`src/rtl/ltc2311_pkg.sv`:
```
// Shared constants for the LTC2311 conversion path: reader timing,
// the derived minimum conversion period and the default sample width.
package ltc2311_pkg;

  // Reader transaction timing in clk cycles.
  localparam int CONVERT_CYCLES = 3;
  localparam int READ_CYCLES    = 16;
  // Slack so the reader is idle again before the next request arrives.
  localparam int MARGIN_CYCLES  = 5;

  // Shortest period that still lets one full reader transaction finish.
  localparam int ADC_MIN_PERIOD = CONVERT_CYCLES + READ_CYCLES + MARGIN_CYCLES;

  // Native LTC2311 result width (two's complement).
  localparam int ADC_DATA_W = 16;

  // Limit a requested averaging exponent to the largest supported one.
  function automatic int clamp_log2(input int req, input int max_log2);
    return (req > max_log2) ? max_log2 : req;
  endfunction

endpackage

```
`src/rtl/ltc2311_sample_timer.sv`:
```
// Conversion pacing timer: counts 0..P-1 while enabled, with
// P = max(sample_period, MIN_PERIOD), and flags every count-0 cycle as a trigger.
module ltc2311_sample_timer
  import ltc2311_pkg::*;
#(
  parameter int PERIOD_W   = 16,
  parameter int MIN_PERIOD = ADC_MIN_PERIOD
) (
  input  logic                clk,
  input  logic                reset_n,
  input  logic                enable,
  input  logic [PERIOD_W-1:0] sample_period,
  output logic                trigger
);

  logic [PERIOD_W-1:0] period_eff;
  logic [PERIOD_W-1:0] count_reg;
  logic [PERIOD_W-1:0] count_next;
  logic                armed_reg;
  logic                run;

  // The timer only runs once the first clock after reset has passed, so a
  // held-high enable cannot produce a trigger while reset is asserted.
  assign run     = enable & armed_reg;
  assign trigger = run & (count_reg == '0);

  // Clamp the programmed period up to the shortest legal one.
  always_comb begin
    period_eff = sample_period;
    if (sample_period < PERIOD_W'(MIN_PERIOD)) begin
      period_eff = PERIOD_W'(MIN_PERIOD);
    end
  end

  // Next count: park at zero when stopped, wrap at P-1 (>= also covers a period shrinking mid-count).
  always_comb begin
    count_next = count_reg + PERIOD_W'(1);
    if (!run) begin
      count_next = '0;
    end else if (count_reg >= period_eff - PERIOD_W'(1)) begin
      count_next = '0;
    end
  end

  // Period counter and post-reset arming flag.
  always_ff @(posedge clk or posedge reset_n) begin
    if (reset_n) begin
      count_reg <= '0;
      armed_reg <= 1'b0;
    end else begin
      count_reg <= count_next;
      armed_reg <= 1'b1;
    end
  end

endmodule

```
`src/rtl/ltc2311_oversampler.sv`:
```
// LTC2311 oversampler: paces reader conversions, averages 2^L samples per
// window and presents the result on a valid/ready stream with sticky flags.
module ltc2311_oversampler
  import ltc2311_pkg::*;
#(
  parameter int DATA_W       = ADC_DATA_W,
  parameter int AVG_LOG2_MAX = 4,
  parameter int PERIOD_W     = 16,
  parameter int MIN_PERIOD   = ADC_MIN_PERIOD
) (
  input  logic                clk,
  input  logic                reset_n,
  input  logic                enable,
  input  logic [PERIOD_W-1:0] sample_period,
  input  logic [2:0]          avg_log2,
  output logic                adc_read,
  input  logic                adc_busy,
  input  logic [DATA_W-1:0]   adc_data,
  input  logic                adc_data_valid,
  output logic [DATA_W-1:0]   m_data,
  output logic                m_valid,
  input  logic                m_ready,
  output logic                overrun,
  output logic                missed_trigger,
  input  logic                clear_flags
);

  localparam int ACC_W = DATA_W + AVG_LOG2_MAX;
  localparam int CNT_W = AVG_LOG2_MAX + 1;
  localparam int L_W   = 3;

  logic                    trigger;
  logic                    outstanding_reg;
  logic                    sample_accept;
  logic [L_W-1:0]          l_req;
  logic [L_W-1:0]          l_cur;
  logic [L_W-1:0]          l_reg;
  logic [CNT_W-1:0]        cnt_reg;
  logic [CNT_W-1:0]        cnt_inc;
  logic [CNT_W-1:0]        win_len;
  logic signed [ACC_W-1:0] acc_reg;
  logic signed [ACC_W-1:0] sample_ext;
  logic signed [ACC_W-1:0] acc_sum;
  logic [DATA_W-1:0]       shifted [AVG_LOG2_MAX+1];
  logic [DATA_W-1:0]       result;
  logic                    window_done;
  logic [DATA_W-1:0]       m_data_reg;
  logic                    m_valid_reg;
  logic                    overrun_reg;
  logic                    missed_reg;
  logic                    overrun_set;
  logic                    missed_set;

  ltc2311_sample_timer #(
    .PERIOD_W   (PERIOD_W),
    .MIN_PERIOD (MIN_PERIOD)
  ) u_timer (
    .clk           (clk),
    .reset_n       (reset_n),
    .enable        (enable),
    .sample_period (sample_period),
    .trigger       (trigger)
  );

  // A trigger becomes a request only when no conversion is pending and the reader is idle.
  assign adc_read   = trigger & ~outstanding_reg & ~adc_busy;
  assign missed_set = trigger & (outstanding_reg | adc_busy);

  // Only results of our own requests count, and only while running.
  assign sample_accept = adc_data_valid & outstanding_reg & enable;

  // The exponent is sampled on the first sample of a window and held for the rest.
  assign l_req = L_W'(clamp_log2(int'(avg_log2), AVG_LOG2_MAX));
  assign l_cur = (cnt_reg == '0) ? l_req : l_reg;

  assign sample_ext  = {{AVG_LOG2_MAX{adc_data[DATA_W-1]}}, adc_data};
  assign acc_sum     = acc_reg + sample_ext;
  assign cnt_inc     = cnt_reg + CNT_W'(1);
  assign win_len     = CNT_W'(1) << l_cur;
  assign window_done = sample_accept & (cnt_inc == win_len);
  assign overrun_set = window_done & m_valid_reg & ~m_ready;

  // One arithmetic-shift tap per supported exponent (floor division by 2^gi).
  generate
    for (genvar gi = 0; gi <= AVG_LOG2_MAX; gi++) begin : g_shift
      assign shifted[gi] = DATA_W'(acc_sum >>> gi);
    end
  endgenerate

  // Select the tap matching this window's exponent.
  always_comb begin
    result = shifted[0];
    for (int i = 1; i <= AVG_LOG2_MAX; i++) begin
      if (l_cur == L_W'(i)) begin
        result = shifted[i];
      end
    end
  end

  // Track the single conversion in flight; it retires even when stopped.
  always_ff @(posedge clk or posedge reset_n) begin
    if (reset_n) begin
      outstanding_reg <= 1'b0;
    end else if (adc_read) begin
      outstanding_reg <= 1'b1;
    end else if (adc_data_valid) begin
      outstanding_reg <= 1'b0;
    end
  end

  // Window accumulator; a completed window restarts in the same cycle, stopping drops the partial sum.
  always_ff @(posedge clk or posedge reset_n) begin
    if (reset_n) begin
      acc_reg <= '0;
      cnt_reg <= '0;
      l_reg   <= '0;
    end else if (!enable) begin
      acc_reg <= '0;
      cnt_reg <= '0;
    end else if (sample_accept) begin
      l_reg <= l_cur;
      if (window_done) begin
        acc_reg <= '0;
        cnt_reg <= '0;
      end else begin
        acc_reg <= acc_sum;
        cnt_reg <= cnt_inc;
      end
    end
  end

  // Output register: a new result always loads, otherwise a handshake drains it.
  always_ff @(posedge clk or posedge reset_n) begin
    if (reset_n) begin
      m_data_reg  <= '0;
      m_valid_reg <= 1'b0;
    end else if (window_done) begin
      m_data_reg  <= result;
      m_valid_reg <= 1'b1;
    end else if (m_valid_reg && m_ready) begin
      m_valid_reg <= 1'b0;
    end
  end

  // Sticky flags; a set event beats a simultaneous clear.
  always_ff @(posedge clk or posedge reset_n) begin
    if (reset_n) begin
      overrun_reg <= 1'b0;
      missed_reg  <= 1'b0;
    end else begin
      if (overrun_set) begin
        overrun_reg <= 1'b1;
      end else if (clear_flags) begin
        overrun_reg <= 1'b0;
      end
      if (missed_set) begin
        missed_reg <= 1'b1;
      end else if (clear_flags) begin
        missed_reg <= 1'b0;
      end
    end
  end

  assign m_data         = m_data_reg;
  assign m_valid        = m_valid_reg;
  assign overrun        = overrun_reg;
  assign missed_trigger = missed_reg;

endmodule

```
`config.mk`:
```
export PLATFORM = sky130hd
export DESIGN_NAME = ltc2311_oversampler
export DESIGN_NICKNAME = d
export VERILOG_FILES = /design/src/rtl/ltc2311_pkg.sv /design/src/rtl/ltc2311_sample_timer.sv /design/src/rtl/ltc2311_oversampler.sv
export SDC_FILE = /design/constraint.sdc
export NUM_CORES = 1
export LEC_CHECK = 0
export ABC_AREA = 1
export CORE_MARGIN = 3
export CORE_UTILIZATION = 50
export DETAILED_ROUTE_END_ITERATION = 12
export PLACE_DENSITY = 0.72
export SLEW_MARGIN = 20
export SYNTH_ARGS = -nofsm -noshare
export SYNTH_HDL_FRONTEND = slang
export SYNTH_SLANG_ARGS = --single-unit
```
`constraint.sdc`:
```
create_clock -name clk -period 4.5 [get_ports clk]
set_input_delay 0.9 -clock clk [delete_from_list [all_inputs] [get_ports clk]]
set_output_delay 0.9 -clock clk [all_outputs]
set_load 0.01 [all_outputs]
```
==> results of run 1 <==
stage by stage:
stage | util | power [mW] | std cells
after detailed placement | 0.5892 | 1.283 | 1075
after floorplan | - | 1.054 | 884
after global placement | 0.5892 | 1.280 | 1075
after CTS | 0.6153 | 1.982 | 1091
after global routing | 0.6162 | 2.082 | 1092
final | 0.6162 | 1.973 | 1092
path summary, 6_finish.rpt:
| check | to | cells past startpoint | slack (ns) | startpoint |
|---|---|---|---|---|
| worst min-delay path | u_timer.count_reg[0]$_DFF_PP0_ | 1 | 0.47 | u_timer.count_reg[0]$_DFF_PP0_ |
| worst min register to register | u_timer.count_reg[0]$_DFF_PP0_ | 1 | 0.47 | u_timer.count_reg[0]$_DFF_PP0_ |
| max in group asynchronous | acc_reg[11]$_DFFE_PP0P_ | 3 | 2.68 | reset_n |
| worst max register to register | cnt_reg[4]$_DFFE_PP0P_ | 13 | 1.67 | cnt_reg[0]$_DFFE_PP0P_ |
| worst max-delay path | u_timer.count_reg[13]$_DFF_PP0_ | 22 | 0.46 | sample_period[14] |
| min in group asynchronous | m_data[5]$_DFFE_PP0P_ | 2 | 0.88 | reset_n |
placed cells by master (no fill, tap or decap), types with 5 or more instances in the layout:
cell type        netlist  layout
a21oi_1               29      29
buf_4                  0       7
clkbuf_16              0       9
clkdlybuf4s50_1        0      61
dfrtp_1               65      65
ha_1                  40      40
inv_1                127     126
nand2_1              304     304
nand2_2                6       6
nand2_4                5       5
nand3_1               77      77
nand4_1               13      13
nor2_1                68      67
nor2_2                 5       6
nor3_1                16      16
o21ai_0               26      26
o21ai_2               16      16
o22ai_1                5       5
xnor2_1               13      13
xor2_1                15      15
cell type report:
cell class	instances	area, sq um	share of cell area
clock buffer	13	250.2	0.03650
clock inverter	3	40.04	0.005840
inverter	129	484.2	0.07063
multi-input combinational	674	3616	0.5275
sequential	65	1627	0.2373
tap	140	175.2	0.02555
timing repair buffer	68	663.1	0.09673
power by group:
group          internal (mW)  switching [mW]  total [mW]
sequential             0.648          0.0415       0.689
combinational          0.249           0.340       0.589
clock                  0.443           0.252       0.695
total                   1.34           0.634        1.97
metal layers:
metal / global-route usage / wire, um / part of all wire / vias up
met5: 0 / 0 / 0 / -
met4: 0.05622 / 176 / 0.012 / 0
met3: 0.04297 / 763 / 0.053 / 18
met1: 0.3210 / 6803 / 0.47 / 2552
li1: - / - / - / 2942
met2: 0.3642 / 6619 / 0.46 / 132
critical path: stages:
cell	delay [ns]
clkdlybuf4s50_1	0.44
nor2_1	0.18
o21ai_0	0.11
nor2_1	0.10
nand4_1	0.19
nand2_1	0.17
ha_1	0.19
inv_1	0.04
nor3_1	0.25
nand2_1	0.15
nor2_2	0.19
nand2_1	0.09
xor2_1	0.14
ha_1	0.27
nand2_1	0.07
o21ai_0	0.09
a21oi_1	0.13
nand3_1	0.08
nor2_1	0.08
inv_1	0.04
buf_4	0.18
nor3_1	0.19
cells by family after synthesis:
group / Yosys count / synth area share
AO/OA/AOI/OAI: 89 / 0.09179
adder cells (fa/ha/maj): 41 / 0.08921
AND/OR/NAND/NOR: 515 / 0.3957
XOR/XNOR: 28 / 0.04203
buffers and inverters: 145 / 0.1019
other: 1 / 0.0006427
flip-flops: 65 / 0.2788
repair_timing:
action	4_1_cts	5_1_grt
endpoints found under the hold margin	0	0
endpoints found under the setup margin	0	16
resized for setup	0	1
buffers inserted	0	1
hold buffers	0	0
==> out/metrics.yaml, run 1 <==
io_pins: 62
max_freq_mhz: 247.5
htreeDepth: 3
grt_pass1_vias: 5308
crit_required_ns: 4.74
powerDensity_mw_per_mm2: 287.8
ant_nets: 0
slew_violations: 0
skew_ns: 0.007620
end_kind: "register"
wl_per_cell_um: 13.15
setup_slack_ns: 0.4594
rows: 38
hpwl_mm: 11.02
cts_sinks: 65
finalCritPeriodShare: 0.8979
clkSlewWorstSetupHoldPaths_ns: 0.05
grt_max_degree: 48
syn_area_per_cell_sq_um: 6.600
synth_common_cells: "nand2_1 (304), inv_1 (127), nand3_1 (77)"
synth_edf_count: 0
worst_setup_path_start_kind: "input pin"
yosys.area.top_type_share: 0.2788
synth-seq-cells: 65
totalWireLength_mm: 14.36
synth.most_common_cell: "nand2_1"
antenna_found_initial: 0
syn_inst: 884
post-route-min-period_ns: 4.041
path_class: "input pin to register"
netlist_area_sq_mm: 0.005834
routed_via_density: 5.168
drive_gt1_frac: 0.07563
cts_buffer_depth: 2
final_nets: 1030
synth_fp_nets: 967
yosys_warnings: 0
synthTopCellsByArea: "dfrtp_1 (28%), nand2_1 (20%), ha_1 (8.6%), inv_1 (8.2%), nand3_1 (6.6%)"
grt_usage: 0.2283
largest_reg_flops: 20
drc: 0
seq_area_frac_synth: 0.2788
overflow: 0
drt_first_iter_violations: 390
status: "finished clean"
setup_tns_ns: 0
grt_first_pass_wirelength_mm: 24.60
hold_viol: 0
relSlewSlack: 0.4762
place_ws_ns: 0.04796
setup_violations: 0
drt_first_pass_iters: 5
ir_drop_mv: 0.2337
area_growth_syn_to_layout_pct: 17.50
clk-insertion-delay-late_ns: 0.33
yosysTopAreaCell: "dfrtp_1"
arrival_ns: 4.28
die_h_um: 114.0
start_util: 0.5244
drv_cap: 0
hold_path_class: "register to register"
die_w_um: 114.0
portBuffers: 61
dieArea_sq_mm: 0.01300
fin_area_sq_mm: 0.006855
cts_tree: "yes"
fp.coreArea_sq_mm: 0.01113
root_buffer: "clkbuf_16"
synth_cell_types: 41
vias: 5644
fillCellCount: 1076
numCtsBuffers: 9
diodes: 0
async_flop_share: 1.000
gp_congestion: 0.8660
crit_fanout: 16
synth-main-ff-cell: "dfrtp_1"
rsz0062_at_grt: "false"
tightestPinTransition_ns: 0.7848
placed_cell_area_sq_mm: 0.006555
power.leakage_nw: 3.683
holdWs_ns: 0.4712
Power figures use the tool's default switching activity.
==> inputs of run 2 (changes only) <==
--- a/config.mk
+++ b/config.mk
@@ -6,10 +6,13 @@
 export NUM_CORES = 1
 export LEC_CHECK = 0
 export ABC_AREA = 1
+export CAP_MARGIN = 20
+export CELL_PAD_IN_SITES_DETAIL_PLACEMENT = 0
+export CELL_PAD_IN_SITES_GLOBAL_PLACEMENT = 1
 export CORE_MARGIN = 3
-export CORE_UTILIZATION = 50
+export CORE_UTILIZATION = 45
 export DETAILED_ROUTE_END_ITERATION = 12
-export PLACE_DENSITY = 0.72
+export PLACE_DENSITY_LB_ADDON = 0.12
 export SLEW_MARGIN = 20
 export SYNTH_ARGS = -nofsm -noshare
 export SYNTH_HDL_FRONTEND = slang
==> run 2 against run 1 <==
Effect of this change: clock power is 7.1% lower; combinational power hardly changed; power shrank 2.4%; sequential power about the same; die area rose by 11%; final area is 0.27% higher; critical path depth rose by 3; core utilization down 6.0 points; cell count increased by 2.3%; setup slack worse by 0.038 ns.
==> out/metrics.yaml, run 2 (same netlist as run 1, synthesis figures left out) <==
fillCellCount: 1249
crit_fanout: 16
slew_violations: 0
setup_tns_ns: 0
hold_path_class: "register to register"
htreeDepth: 3
routed_via_density: 5.181
totalWireLength_mm: 15.44
final_common_cell: "nand2_1"
worst_setup_path_start_kind: "input pin"
drc: 0
overflow: 0
cts_resized: 0
drive_gt1_frac: 0.07692
cts_buffer_depth: 2
post-route-min-period_ns: 4.078
drv_cap: 0
max_freq_mhz: 245.2
start_util: 0.4720
drt_first_pass_iters: 5
seq_area_sq_mm: 0.001627
path_class: "input pin to register"
largest_reg_flops: 20
die_h_um: 119.9
relSlewSlack: 0.3758
stdcell_count: 1117
dieArea_sq_mm: 0.01437
crit_required_ns: 4.74
status: "finished clean"
cts_setup_buffers: 0
grt_usage: 0.2218
drt_first_iter_violations: 335
hold_viol: 0
end_kind: "register"
finalCritPeriodShare: 0.9062
io_pins: 62
cts_sinks: 65
grt_first_pass_wirelength_mm: 26.05
wl_per_cell_um: 13.82
hpwl_mm: 11.97
worst_path_max_delay_cell: "clkdlybuf4s50_1"
final_nets: 1028
diodes: 0
power.leakage_nw: 3.663
fp.coreArea_sq_mm: 0.01236
antenna_found_initial: 0
portBuffers: 61
vias: 5787
ctsHoldBuffers: 0
ir_drop_mv: 0.2216
skew_ns: 0.006632
slowest_delay_ns: 0.46
multi_input_area_sq_mm: 0.003621
area_growth_syn_to_layout_pct: 17.82
root_buffer: "clkbuf_16"
clkSlewWorstSetupHoldPaths_ns: 0.05
clk-insertion-delay-late_ns: 0.33
final_cell_mix: "nand2_1 (304), inv_1 (126), nand3_1 (77)"
dp.cells: 1102
grt_pass1_vias: 5654
rows: 40
cpMostUsedCell: "nand2_1"
grt_max_degree: 46
numCtsBuffers: 9
ant_nets: 0
gp_congestion: 0.8983
setup_violations: 0
die_w_um: 119.9
arrival_ns: 4.32
tightestPinTransition_ns: 0.9364
finalPower_mw: 1.925
rsz0062_at_grt: "false"
powerDensity_mw_per_mm2: 280.1
cts_tree: "yes"
==> run 2: power breakdown <==
part | internal, mW | switching [mW]
sequential | 0.648 | 0.0404
clock | 0.382 | 0.263
combinational | 0.249 | 0.343
==> run 2: area by class of cell <==
cell class / count / area share
well taps: 168 / 0.03058
clock buffers: 10 / 0.03477
multi-input cells: 674 / 0.5268
flip-flops and latches: 65 / 0.2366
clock inverters: 5 / 0.004732
repair buffers: 66 / 0.09610
inverters: 129 / 0.07044
==> run 2: final timing paths <==
kind	startpoint	depth (start not counted)	slack, ns	endpoint
setup / recovery	sample_period[13]	25	0.42	u_timer.count_reg[13]$_DFF_PP0_
hold / removal	u_timer.count_reg[0]$_DFF_PP0_	1	0.46	u_timer.count_reg[0]$_DFF_PP0_
setup reg to reg	cnt_reg[0]$_DFFE_PP0P_	14	1.43	cnt_reg[1]$_DFFE_PP0P_
hold reg to reg	u_timer.count_reg[0]$_DFF_PP0_	1	0.46	u_timer.count_reg[0]$_DFF_PP0_
max in group asynchronous	reset_n	3	2.55	acc_reg[8]$_DFFE_PP0P_
min in group asynchronous	reset_n	2	1.09	m_valid$_DFFE_PP0P_
==> run 2: metal layers <==
layer	part of all wire	global-route usage	wire length [um]	up-vias
li1	-	-	-	2931
met1	0.47	0.2886	7224	2671
met2	0.46	0.3690	7119	154
met3	0.046	0.03676	712	31
met4	0.025	0.08661	385	0
met5	0	0	0	-
==> run 2: worst max-delay path: cells and delay by family <==
kind	cells	cell delay, ns
buf+inv	6	0.80
simple gates	14	1.86
fa+ha+maj	2	0.37
compound gates	3	0.36
==> run 2: stage by stage <==
| step | worst slack (ns) | cell area [sq um] | util | hold slack (ns) |
|---|---|---|---|---|
| floorplan | 0.5900 | 5834 | - | 0.4322 |
| detailed placement | -0.1017 | 6595 | 0.5335 | 0.4573 |
| global placement | 0.1159 | 6595 | 0.5335 | 0.4469 |
| CTS | 0.2366 | 6867 | 0.5555 | 0.4653 |
| global route | 0.01937 | 6874 | 0.5561 | 0.4959 |
| finish | 0.4219 | 6874 | 0.5561 | 0.4619 |
==> inputs of run 3 (changes only) <==
--- a/config.mk
+++ b/config.mk
@@ -9,7 +9,8 @@
 export CAP_MARGIN = 20
 export CELL_PAD_IN_SITES_DETAIL_PLACEMENT = 0
 export CELL_PAD_IN_SITES_GLOBAL_PLACEMENT = 1
-export CORE_MARGIN = 3
+export CORE_ASPECT_RATIO = 1.2
+export CORE_MARGIN = 8
 export CORE_UTILIZATION = 45
 export DETAILED_ROUTE_END_ITERATION = 12
 export PLACE_DENSITY_LB_ADDON = 0.12
==> run 3 against run 2 <==
Effect of this change: non-clock buffer count increased by 3; clock-buffer cell count increased by 2; routed wire length increased by 2.4%; sequential share of layout area decreased by 0.16 points; die area increased by 17%; via count decreased by 0.74%.
==> out/metrics.yaml, run 3 (same netlist as run 1, synthesis figures left out) <==
status: "finished clean"
holdWs_ns: 0.4743
worst_setup_path_start_kind: "input pin"
finalCritPeriodShare: 0.9024
crit_fanout: 10
totalWireLength_mm: 15.82
reg2reg_setup_slack_ns: 1.61
powerDensity_mw_per_mm2: 290.0
dieArea_sq_mm: 0.01688
drv_cap: 0
power.leakage_nw: 3.695
root_buffer: "clkbuf_16"
holdPathEnd: "u_timer.count_reg[0]$_DFF_PP0_"
ir_drop_mv: 0.2008
setup_slack_ns: 0.4392
hpwl_mm: 12.66
area_growth_syn_to_layout_pct: 18.61
cts_setup_buffers: 0
skew_ns: 0.005594
die_w_um: 119.9
fp.coreArea_sq_mm: 0.01267
diodes: 0
end_kind: "register"
cts_tree: "yes"
timing.rr.start: "cnt_reg[0]$_DFFE_PP0P_"
cts_resized: 0
relSlewSlack: 0.3746
setup_violations: 0
antenna_found_initial: 0
drc: 0
rsz0062_at_grt: "false"
hold_viol: 0
rows: 45
htreeDepth: 3
cpMostUsedCell: "nand2_1"
drive_gt1_frac: 0.08080
drt_first_iter_violations: 209
ant_nets: 0
cts_buffer_depth: 2
worst_path_max_delay_cell: "clkdlybuf4s50_1"
final_cell_mix: "nand2_1 (304), inv_1 (126), nand3_1 (77)"
routed_via_density: 5.142
vias: 5744
numCtsBuffers: 9
slew_violations: 0
setup_tns_ns: 0
die_h_um: 140.7
r2r_end: "cnt_reg[4]$_DFFE_PP0P_"
path_class: "input pin to register"
drt_first_pass_iters: 5
post-route-min-period_ns: 4.061
final_common_cell: "nand2_1"
clkSlewWorstSetupHoldPaths_ns: 0.06
worst_r2r_path_depth: 13
fillCellCount: 1308
portBuffers: 61
cp_cell_sequence: "clkdlybuf4s50_1 > nor2_1 > inv_1 > nor2_1 > nand4_1 > nand2_1 > ha_1 > inv_1 > nor3_2 > nand2_1 > nor2_2 > nand2_1 > xor2_1 > ha_1 > nand2_1 > nor3_2 > nand2_1 > nand3_1 > nor2_1 > inv_1 > buf_4 > nor3_1"
final_nets: 1031
overflow: 0
io_pins: 62
grt_max_degree: 44
largest_reg_flops: 20
ctsHoldBuffers: 0
cts_sinks: 65
max_freq_mhz: 246.3
gp_congestion: 0.8921
crit_required_ns: 4.71
slowest_delay_ns: 0.46
hold_path_class: "register to register"
clk-insertion-delay-late_ns: 0.33
arrival_ns: 4.27
min-delay-start: "u_timer.count_reg[0]$_DFF_PP0_"
whs_path_depth: 1
grt_usage: 0.1930
wl_per_cell_um: 14.16
place_ws_ns: -0.1532
tightestPinTransition_ns: 0.9367
grt_first_pass_wirelength_mm: 26.85
grt_pass1_vias: 5739
start_util: 0.4605
[run 3: metrics by stage]
stage          cells  utilization  cell area (sq um)  total power, mW
5_1_grt         1117       0.5463               6920            2.130
6_report        1117       0.5463               6920            2.007
3_5_place_dp    1101       0.5210               6600            1.297
4_1_cts         1117       0.5453               6908            2.032
3_3_place_gp    1101       0.5210               6600            1.292
2_1_floorplan    884            -               5834            1.054
[run 3: worst max-delay path: cells and delay by family]
| family | cells | cell delay, ns |
|---|---|---|
| adder cells (fa/ha/maj) | 2 | 0.46 |
| XOR/XNOR | 1 | 0.15 |
| AND/OR/NAND/NOR | 14 | 1.79 |
| buffers and inverters | 5 | 0.98 |
[run 3: cell type report]
cell class	count	area, sq um	area share
clock buffer	12	256.5	0.03706
clock inverter	4	51.30	0.007413
inverter	129	484.2	0.06997
multi-input combinational	674	3626	0.5240
sequential	65	1627	0.2350
tap	164	205.2	0.02965
timing repair buffer	69	670.6	0.09691
[run 3: per-layer routing]
layer  part of all wire  global-route usage  vias up
met3              0.047             0.04115       33
li1                   -                   -     2944
met5                  0                   0        -
met4              0.029             0.08498        0
met1               0.43              0.2225     2643
met2               0.50              0.3356      124
[run 3: worst max path at each step]
stage	slack, ns	from	to
floorplan	0.59	sample_period[14]	u_timer.count_reg[0]$_DFF_PP0_
global placement	0.06	sample_period[13]	u_timer.count_reg[6]$_DFF_PP0_
detailed placement	-0.15	sample_period[13]	u_timer.count_reg[2]$_DFF_PP0_
CTS	0.21	sample_period[13]	u_timer.count_reg[6]$_DFF_PP0_
global route	0.06	sample_period[7]	u_timer.count_reg[5]$_DFF_PP0_
finish	0.44	sample_period[7]	u_timer.count_reg[6]$_DFF_PP0_
[run 3: power breakdown]
group	total, mW	internal (mW)	switching, mW
combinational	0.599	0.250	0.349
clock	0.720	0.459	0.261
sequential	0.688	0.648	0.0405
